[config.mk]
export PLATFORM = sky130hd
export DESIGN_NAME = piso_tx_arbiter
export DESIGN_NICKNAME = d
export VERILOG_FILES = /design/src/rtl/piso_tx_arbiter.sv
export SDC_FILE = /design/constraint.sdc
export NUM_CORES = 1
export LEC_CHECK = 0
export ABC_AREA = 1
export BUFFER_PORTS_ARGS = -buffer_cell sky130_fd_sc_hd__buf_2
export CAP_MARGIN = 30
export CORE_MARGIN = 1
export CORE_UTILIZATION = 50
export CTS_CLUSTER_DIAMETER = 150
export DETAILED_ROUTE_END_ITERATION = 7
export GPL_TIMING_DRIVEN = 0
export MAX_ROUTING_LAYER = met4
export PLACE_DENSITY_LB_ADDON = 0.15
export SLEW_MARGIN = 30
export SYNTH_ARGS = -nofsm -noshare
export SYNTH_HDL_FRONTEND = slang
export SYNTH_SLANG_ARGS = --single-unit
[constraint.sdc]
create_clock -name clk -period 4.01 [get_ports clk]
set_input_delay 0.802 -clock clk [delete_from_list [all_inputs] [get_ports clk]]
set_output_delay 0.802 -clock clk [all_outputs]
set_load 0.02 [all_outputs]
[src/rtl/piso_tx_arbiter.sv]
// Round-robin arbiter that feeds one of four requesters' words into a downstream PISO.
// It issues one LOAD cycle per word, followed by WIDTH SHIFT cycles that carry the serial-bit status.
module piso_tx_arbiter #(
  parameter int WIDTH = 3
) (
  input  logic                 clk,
  input  logic                 reset,
  input  logic [3:0]           req,
  input  logic [4*WIDTH-1:0]   data_in,
  output logic [3:0]           ack,
  output logic                 piso_load,
  output logic [WIDTH-1:0]     piso_data,
  output logic [1:0]           grant_id,
  output logic                 busy,
  output logic                 bit_valid,
  output logic [3:0]           bit_cnt,
  output logic                 frame_done
);

  typedef enum logic [1:0] {IDLE, LOAD, SHIFT} state_t;

  localparam logic [3:0] LAST_BIT = 4'(WIDTH - 1);

  state_t     state;
  logic [1:0] last_grant;
  logic [1:0] winner;
  logic       any_req;
  logic       decide;

  // The search begins one past the last grant. On the fourth step it wraps back to the last grant itself.
  function automatic logic [1:0] rr_pick(input logic [3:0] r, input logic [1:0] last);
    logic [1:0] idx;
    logic       found;
    rr_pick = last;
    found   = 1'b0;
    for (int k = 1; k <= 4; k++) begin
      idx = last + 2'(k);
      if (!found && r[idx]) begin
        rr_pick = idx;
        found   = 1'b1;
      end
    end
  endfunction

  assign winner  = rr_pick(req, last_grant);
  assign any_req = |req;
  assign decide  = (state == IDLE) || (state == SHIFT && bit_cnt == LAST_BIT);

  always_ff @(posedge clk or negedge reset) begin
    if (!reset) begin
      state      <= IDLE;
      last_grant <= 2'd3;
      ack        <= '0;
      piso_load  <= 1'b0;
      piso_data  <= '0;
      grant_id   <= '0;
      busy       <= 1'b0;
      bit_valid  <= 1'b0;
      bit_cnt    <= '0;
      frame_done <= 1'b0;
    end else begin
      ack        <= '0;
      piso_load  <= 1'b0;
      bit_valid  <= 1'b0;
      bit_cnt    <= '0;
      frame_done <= 1'b0;

      unique case (state)
        LOAD: begin
          state     <= SHIFT;
          bit_valid <= 1'b1;
        end
        SHIFT: begin
          if (bit_cnt != LAST_BIT) begin
            bit_valid  <= 1'b1;
            bit_cnt    <= bit_cnt + 4'd1;
            frame_done <= (bit_cnt + 4'd1 == LAST_BIT);
          end
        end
        default: ;
      endcase

      // The decision edge is either an idle edge or the edge that ends the last serial bit.
      if (decide) begin
        if (any_req) begin
          state      <= LOAD;
          grant_id   <= winner;
          last_grant <= winner;
          piso_data  <= data_in[winner*WIDTH +: WIDTH];
          piso_load  <= 1'b1;
          ack        <= 4'b0001 << winner;
          busy       <= 1'b1;
        end else begin
          state <= IDLE;
          busy  <= 1'b0;
        end
      end
    end
  end

endmodule

# Yosys cells after proc, flatten, opt, wreduce, memory -nomap -nowiden
# Index checks and enable logic that the tools add are counted.
# word_totals
elab_cells	66
output_inout_bits	17
input_bits	18
reg_bits	21
# classes
magnitude_cmp	4
n_reduce_logical	12
mux	28
addsub	4
eq_ne	5
shifts	2
n_mul	1
# ops
op	count
2-to-1 mux 4 bit	4
2-to-1 mux 1 bit	13
less-than comparator 2 x 3 -> 1 bit, second input constant	4
2-to-1 mux 2 bit	6
variable part select 12 x 5 -> 3 bit	1
binary-select mux 1 bit (select 2 bit)	4
== test 4 x 2 -> 1 bit, second input constant	2
adder 2 bit, second input constant	2
adder 4 x 1 -> 4 bit, second input constant	1
logical AND 1 bit	4
multiplier 2 x 2 -> 4 bit, second input constant	1
inequality test 4 x 2 -> 1 bit, second input constant	1
OR reduction 4 bit	1
left shift 1 x 2 -> 4 bit, first input constant	1
zero test 1 bit	3
adder 2 x 1 -> 2 bit, second input constant	1
== test 2 x 1 -> 1 bit, second input constant	1
== test 2 bit, second input constant	1
zero test 2 bit	1
case mux 1 bit (2 select lines)	1
AND reduction 2 bit	1
nonzero test 2 bit	1
logical OR 1 bit	1

# Longest topological paths before layout
# Gate-level depths: netlist (run 1).
# logic_depth
word_depth	16
mapped_depth	14
mapped_depth_nobuf	13

# Worst setup path before layout (run 1)
# OpenSTA, ideal clock, no wires.
# synth_timing
path_type	input to register
start	in req[0]
end	reg piso_data[0]
setup_slack_ns	2.290
n_path_buf	0
t_required_ns	3.892
arrival_time_ns	1.603
setup_time_ns	0.118
stages	12
cell_sequence	nand2_1 nand2_1 nand2_2 nand2_4 inv_6 nand3_2 inv_2 nand2_1 nand2_2 nand2_1 nand3_1 nand2_1
# synth_via
elab_chain_len	14
word_cells_on_any_way	25
classes_between	mul (1); shift (1); mux (15); reduce/logical (8)
# synth_rtl
element	line_no	source
start, declared	8	input logic [3:0] req,
binary-select mux 1 bit (select 2 bit)	38	if (!found && r[idx]) begin
2-to-1 mux 1 bit (not written as such)	38	
2-to-1 mux 1 bit	38	
zero test 1 bit	38	
logical AND 1 bit	38	
2-to-1 mux 1 bit	38	
zero test 1 bit	38	
logical AND 1 bit	38	
2-to-1 mux 1 bit	38	
zero test 1 bit	38	
logical AND 1 bit	38	
2-to-1 mux 2 bit	38	
multiplier 2 x 2 -> 4 bit	89	piso_data <= data_in[winner*WIDTH +: WIDTH];
variable part select 12 x 5 -> 3 bit	89	
end signal, assigned	89	
end, declared	12	output logic [WIDTH-1:0] piso_data,
# Parallel ways exist; a longest one is shown, timed or not. The select of a mux whose other input is x is not followed.
# A chain may end at the register's enable or synchronous reset.

# Final worst setup path (run 1)
# layout_timing
start	reg last_grant[0]
end	reg piso_data[1]
# layout_via
elab_chain_len	15
word_cells_on_any_way	26
classes_between	add/sub (3); mul (1); shift (1); mux (15); reduce/logical (6)
# layout_rtl
element	line_no	source
start, declared	25	logic [1:0] last_grant;
start signal, assigned	88	last_grant <= winner;
adder 2 x 1 -> 2 bit	37	idx = last + 2'(k);
binary-select mux 1 bit (select 2 bit)	38	
2-to-1 mux 1 bit (not written as such)	38	
2-to-1 mux 1 bit	38	
zero test 1 bit	38	
logical AND 1 bit	38	
2-to-1 mux 1 bit	38	
zero test 1 bit	38	
logical AND 1 bit	38	
2-to-1 mux 1 bit	38	
zero test 1 bit	38	
logical AND 1 bit	38	
2-to-1 mux 2 bit (*)	38	
multiplier 2 x 2 -> 4 bit (*)	89	
variable part select 12 x 5 -> 3 bit (*)	89	
# Every way passes the cells marked *; elsewhere a longest branch is shown, timed or not. The select of a mux whose other input is x is not followed.

==> out/results.txt, run 1 <==
Sequential fraction of the synthesis area: 42.0%
Count of state elements after synthesis: 21
Fin Clk Skew: 0.00590 ns
Synth unique cells: 24
Worst-path cell chain: buf_6, inv_6, nand2_2, nand2_1, nand2_2, nand2_4, inv_6, nand3_2, inv_2, nand2_1, nand2_2, nand2_1, nand3_1, nand2_1
Clock Tree Root: clkbuf_4
Int Power: 0.634 mW
Sequential Power Share: 25.7%
Least-Margin Pin Slew: 0.587 ns
Yosys Warn Count: 0
Crit-path slowest cell: dfstp_2
Comb power frac: 66.9%
Vias in the first global route: 1014
First-pass GRT wire length: 4330 µm
Vias/cell: 5.02
First-pass detailed-route iteration total: 4
Worst skew pair latency: 0.30 ns
Hold Buf Count CTS: 0
Final RePlAce weighted congestion: 0.818
CP max stage delay: 0.54 ns
Worst reg2reg startpoint: last_grant[0]$_DFFE_PN1P_
Worst Reg-to-Reg Cells: 14
CTS Buf Count: 3
Initial Util: 54.7%
Post-synth top cells: nand2_1 (42), nand3_1 (24), dfrtp_1 (19)
Clk sink count: 21
Fin crit share: 44.8%
Pins Over Slew Limit: 0
DR iter-0 viols: 13
LEAKAGE: 0.852 nW
Die Ht: 52.2 µm
DP Wirelength: 1930 µm
Gr ovfl total: 0
Delay-heaviest family, CP: simple AND/OR/NAND/NOR gates
Most frequent CP cell: nand2_1
Mapped Area: 1260 µm²
Synth top area share: 37.8%
Post-route ant nets: 0
WP data arrival: 1.99 ns
Synth area leader: dfrtp_1
Setup_tns: 0 ns
RSZ-0062 raised after global routing: no
Syn_nets: 180
Setup Crit Path Kind: reg -> reg
Max cap viols: 0
GRT Total Usage: 22.3%
Wirelength, routed: 2490 µm
Setup Fix Bufs, Post-CTS: 0
Hold slack: 0.427 ns
Critical Path Start Type: register
CTS Buffer Depth: 2
Register clock-pin slew on the reported worst setup and hold paths: 0.11 ns
FF-to-FF setup slack: 2.21 ns
CTS-repair resized insts: 0
Syn Area/Cell: 8.06 µm²
Ports: 35
CP Buf/Inv Count: 4
Ranking of synthesized cells by area: dfrtp_1 (38%), nand2_1 (13%), nand3_1 (9.6%)
Critical path capture point type: register
Power per standard cell area: 904 nW/µm²
Die Wd: 52.2 µm
Clock Power Share: 7.4%
Area delta synth->final: 18.4%
Top FF cell, synth: dfrtp_1
Worst hold path class: in -> async
CP max FO: 9
# rows: 17
Post-route DRC: 0
Post-synth EDFFs: 0
Sw frac: 52.8%
Worst slew margin: 60.5%
WL/cell: 11.2 µm
Async SR Flop Fraction: 100%
Status: completed
Layout cells sized above 1: 33.5%
Via count: 1115
Die ar.: 2720 µm²
Post-Syn Instances: 156
Min Tclk post-route: 1.80 ns
Largest net degree at the start of global routing: 22
CTS tree: done
Total power: 1.35 mW
F_max: 557 MHz
Final-report setup violation count: 0
NetSw: 0.711 mW
Final Hold Fails: 0
Cell with the most instances after synthesis: nand2_1
Diodes inserted: 0
Input/output buffers: 34
Core Area: 2300 µm²
Layout net count: 219
Worst r2r dst: piso_data[1]$_DFFE_PN0P_
Max IR drop VDD: 0.567 mV
Initial antenna violation count: 0
CTS H-tree lvls: 1
CP required: 4.20 ns
==> flip-flops by register name (all words and copies together) (netlist names) <==
signal and count:
ack 4, bit_cnt 4, piso_data 3, grant_id 2, last_grant 2, state 2
bit_valid 1, busy 1, frame_done 1, piso_load 1
==> kinds of logic (layout without fill, tap and decap cells) <==
| logic type | after synthesis | in the layout | synth area share (%) |
|---|---|---|---|
| flip-flops | 21 | 21 | 42.0 |
| adder cells (fa/ha/maj) | 6 | 6 | 5.97 |
| AND/OR/NAND/NOR | 98 | 98 | 39.2 |
| XOR/XNOR | 2 | 2 | 1.39 |
| AO/OA/AOI/OAI | 7 | 7 | 3.48 |
| buffers and inverters | 22 | 60 | 7.96 |
==> routing by layer <==
layer	global-route usage (%)	vias to the layer above	part of all wire, %	wire length, µm
met4	3.51	0	0.36	9
met3	6.73	2	6.3	156
li1	-	569	-	-
met5	-	-	0	0
met1	27.6	506	46	1140
met2	36.8	38	47	1180
==> stage by stage <==
step / utilization (%) / std cells / area (µm²) / setup slack [ns]
3_5_place_dp: 63.7 / 218 / 1460 / 1.94
4_1_cts: 64.8 / 222 / 1490 / 2.21
2_1_floorplan: - / 156 / 1260 / 2.29
6_report: 64.8 / 222 / 1490 / 2.21
5_1_grt: 64.8 / 222 / 1490 / 2.02
3_3_place_gp: 63.7 / 218 / 1460 / 1.93
==> power groups by stage <==
stage	registers (mW)	clock network [mW]	logic, mW
global placement	0.347	0	0.869
detailed placement	0.350	0	0.900
global route	0.355	0.109	1.02
CTS	0.347	0.102	0.905
floorplan	0.414	0	0.638
finish	0.346	0.0999	0.900
==> worst max-delay path by stage <==
stage	from	to	depth (start not counted)
2_1_floorplan	req[0]	piso_data[0]$_DFFE_PN0P_	12
3_3_place_gp	req[3]	state[0]$_DFFE_PN0P_	5
3_5_place_dp	req[3]	state[0]$_DFFE_PN0P_	5
4_1_cts	last_grant[0]$_DFFE_PN1P_	piso_data[1]$_DFFE_PN0P_	14
5_1_grt	bit_cnt[0]$_DFF_PN0_	piso_data[2]$_DFFE_PN0P_	9
6_report	last_grant[0]$_DFFE_PN1P_	piso_data[1]$_DFFE_PN0P_	14
==> cells in the final DEF (no fill, tap or decap), types with 3 or more instances in the layout <==
cell type  count
buf_2         34
clkbuf_4       3
dfrtp_1       19
ha_1           6
inv_1         17
nand2_1       42
nand2_2       11
nand2_4        5
nand3_1       24
nand3_2        3
nor2_1        10
==> cell type report <==
| class | instances | area (µm²) |
|---|---|---|
| Fill cell | 208 | 808 |
| Multi-Input combinational cell | 113 | 629 |
| Sequential cell | 21 | 528 |
| Timing Repair Buffer | 34 | 170 |
| Inverter | 21 | 88.8 |
| Tap cell | 28 | 35.0 |
| Clock buffer | 4 | 26.3 |
| Buffer | 1 | 11.3 |
(Power assumes the default switching activity.)
==> run 2: changes to the inputs <==
--- a/config.mk
+++ b/config.mk
@@ -5,11 +5,11 @@
 export SDC_FILE = /design/constraint.sdc
 export NUM_CORES = 1
 export LEC_CHECK = 0
-export ABC_AREA = 1
+export ABC_AREA = 0
 export BUFFER_PORTS_ARGS = -buffer_cell sky130_fd_sc_hd__buf_2
 export CAP_MARGIN = 30
 export CORE_MARGIN = 1
-export CORE_UTILIZATION = 50
+export CORE_UTILIZATION = 44
 export CTS_CLUSTER_DIAMETER = 150
 export DETAILED_ROUTE_END_ITERATION = 7
 export GPL_TIMING_DRIVEN = 0
==> constraint.sdc (replaced) <==
create_clock -name clk -period 1.5 [get_ports clk]
set_input_delay 0.3 -clock clk [delete_from_list [all_inputs] [get_ports clk]]
set_output_delay 0.3 -clock clk [all_outputs]
set_load 0.02 [all_outputs]
==> run 2 against run 1 <==
  * The flow now finishes with violations (negative setup slack)
  * Worst setup slack got worse by 2.4 ns
  * Register-to-register slack got worse by 2.4 ns
  * Utilization increased by 5.5 points
  * Critical path depth down 9
  * Sequential share of layout area decreased by 1.4 points
  * Combinational power increased by 120%
  * First-iteration DRC count fell by 46%
  * Area after synthesis down 18%
  * Total power up 140%
  * Worst hold slack got worse by 0.089 ns
  * Highest routed layer unchanged
==> out/results.txt, run 2 <==
F_max: 602 MHz
WP data arrival: 1.85 ns
DR iter-0 viols: 7
WL/cell: 13.3 µm
Fillers: 186
First-pass detailed-route iteration total: 3
Syn Area/Cell: 10.3 µm²
CTS tree: done
Ports: 35
Layout cells sized above 1: 54.2%
Die ar.: 2540 µm²
DP Area: 1250 µm²
Max IR drop VDD: 1.44 mV
Worst hold path class: in -> reg
Register clock-pin slew on the reported worst setup and hold paths: 0.12 ns
Async SR Flop Fraction: 100%
Critical path capture point type: register
Post-synth top cells: dfrtp_1 (19), inv_1 (10), nand2_1 (7), nor2_1 (7)
Final-report setup violation count: 11
LEAKAGE: 0.789 nW
DP Wirelength: 1490 µm
Delay-heaviest family, CP: compound AO/OA/AOI/OAI gates
Vias/cell: 5.14
Fin crit share: 111%
Largest net degree at the start of global routing: 22
Sequential fraction of the synthesis area: 51.2%
Area delta synth->final: 50.8%
Cell with the most instances after synthesis: dfrtp_1
Post-Syn Instances: 100
Layout net count: 180
Failing checks: negative setup slack
Wirelength, routed: 2440 µm
CP max FO: 5
Layout Utilization: 70.3%
Initial antenna violation count: 0
First-pass GRT wire length: 3690 µm
Synth unique cells: 29
Clk sink count: 21
Biggest regs: ack: 4 flops, bit_cnt: 4 flops, piso_data: 3 flops
Most frequent cells in the layout: buf_2 (34), dfrtp_1 (17), buf_4 (11)
Worst slew margin: 70.2%
Syn_nets: 124
Post-route DRC: 0
Min Tclk post-route: 1.66 ns
Final Hold Fails: 0
CTS H-tree lvls: 1
Input/output buffers: 34
Die Wd: 50.4 µm
Final RePlAce weighted congestion: 0.734
Max cap viols: 0
Gr ovfl total: 0
CP required: 1.69 ns
CP max stage delay: 0.59 ns
Initial Util: 46.6%
Count of state elements after synthesis: 21
Fin worst setup slack: -0.162 ns
RSZ-0062 raised after global routing: yes
Most common cell after layout, fill and taps aside: buf_2
Die Ht: 50.4 µm
Vias in the first global route: 865
Core Area: 2210 µm²
Yosys Warn Count: 0
CTS Buffer Depth: 2
Diodes inserted: 0
Power per standard cell area: 2070 nW/µm²
GRT Total Usage: 20.4%
CTS Buf Count: 3
Pins Over Slew Limit: 0
Status: finished with violations
Mapped Area: 1030 µm²
Ranking of synthesized cells by area: dfrtp_1 (46%), ha_1 (7.3%), dfstp_2 (5.1%)
Worst-path cell chain: nor2b_4, a21o_1, a221o_2, a211oi_1, o31ai_1
Post-route ant nets: 0
Fin Clk Skew: 0.00641 ns
Post-synth EDFFs: 0
Worst skew pair latency: 0.29 ns
Clock Tree Root: clkbuf_4
Setup Crit Path Kind: reg -> reg
Via count: 941
Top FF cell, synth: dfrtp_1
Least-Margin Pin Slew: 0.447 ns
# rows: 17
Critical Path Start Type: register
Synth top area share: 46.1%
Fin area: 1560 µm²
CP Buf/Inv Count: 0
Synth area leader: dfrtp_1
Crit-path slowest cell: dfstp_2
run 2: cell types whose count changed in the layout (fill, tap and decap cells not counted), sizes merged, moves of 6 or more:
| cell | before | now |
|---|---|---|
| nand2 | 58 | 8 |
| nand3 | 27 | 1 |
| buf | 35 | 52 |
| inv | 21 | 10 |
| a211oi | 0 | 6 |
| and3 | 0 | 6 |
run 2: metrics by stage:
stage	cells	setup WS (ns)	total power [mW]	setup TNS [ns]	hold slack, ns
final	183	-0.162	3.22	-1.14	0.338
after global placement	162	-0.177	2.23	-1.48	0.273
after detailed placement	162	-0.222	2.28	-1.76	0.269
after global routing	183	-0.229	3.44	-2.06	0.353
after floorplan	100	-0.0617	1.91	-0.548	0.00441
after CTS	176	-0.144	2.83	-1.06	0.344
run 2: cell families (layout without fill, tap and decap cells):
kind of cell	count (synthesis)	count (layout)	synth area share (%)
flip-flops	21	21	51.2
AO/OA/AOI/OAI	25	25	17.7
adder cells (fa/ha/maj)	6	6	7.28
XOR/XNOR	2	2	1.70
AND/OR/NAND/NOR	34	34	17.5
buffers and inverters	12	67	4.61
run 2: final timing paths:
path	start	endpoint	slack, ns	cells past startpoint
worst max-delay path	last_grant[0]$_DFFE_PN1P_	piso_data[2]$_DFFE_PN0P_	-0.16	5
min in group asynchronous	reset	ack[1]$_DFF_PN0_	0.47	2
worst min register to register	piso_data[1]$_DFFE_PN0P_	piso_data[1]$_DFFE_PN0P_	0.50	2
worst max register to register	last_grant[0]$_DFFE_PN1P_	piso_data[2]$_DFFE_PN0P_	-0.16	5
max in group asynchronous	reset	last_grant[0]$_DFFE_PN1P_	0.69	2
worst min-delay path	data_in[7]	piso_data[1]$_DFFE_PN0P_	0.34	3
run 2: worst register-to-register path: stages, from the launching register on:
cell and delay (ns):
dfstp_2 0.59, nor2b_4 0.06, a21o_1 0.20, a221o_2 0.44
a211oi_1 0.20, o31ai_1 0.09
run 2: cell type report:
type | count | area (µm²) | area share, %
tap | 28 | 35.0 | 2.25
buffer | 2 | 22.5 | 1.45
clock inverter | 1 | 5.00 | 0.322
sequential | 21 | 531 | 34.1
inverter | 10 | 40.0 | 2.57
multi-input combinational | 67 | 581 | 37.3
timing repair buffer | 51 | 319 | 20.5
clock buffer | 3 | 22.5 | 1.45
run 2: what timing repair did:
| item | 4_1_cts | 5_1_grt |
|---|---|---|
| pin swaps | 3 | 13 |
| gates cloned | 2 | 0 |
| resized for setup | 11 | 21 |
| setup endpoints to repair | 13 | 14 |
| setup buffers | 7 | 7 |
| hold buffers | 1 | 0 |
| endpoints found under the hold margin | 19 | 0 |
run 2: per-layer routing:
layer | track usage [%] | wire length (µm) | vias up
met5 | - | 0 | -
met4 | 10.2 | 76 | 0
met3 | 3.03 | 85 | 6
met2 | 34.9 | 1270 | 29
met1 | 23.0 | 1010 | 448
li1 | - | - | 458
run 2: power by group:
part | leakage (nW) | switching, mW | internal (mW) | total, mW
Sequential | 0.263 | 0.133 | 0.810 | 0.943
Clock | 0.0177 | 0.163 | 0.0990 | 0.262
Combinational | 0.509 | 1.09 | 0.925 | 2.02
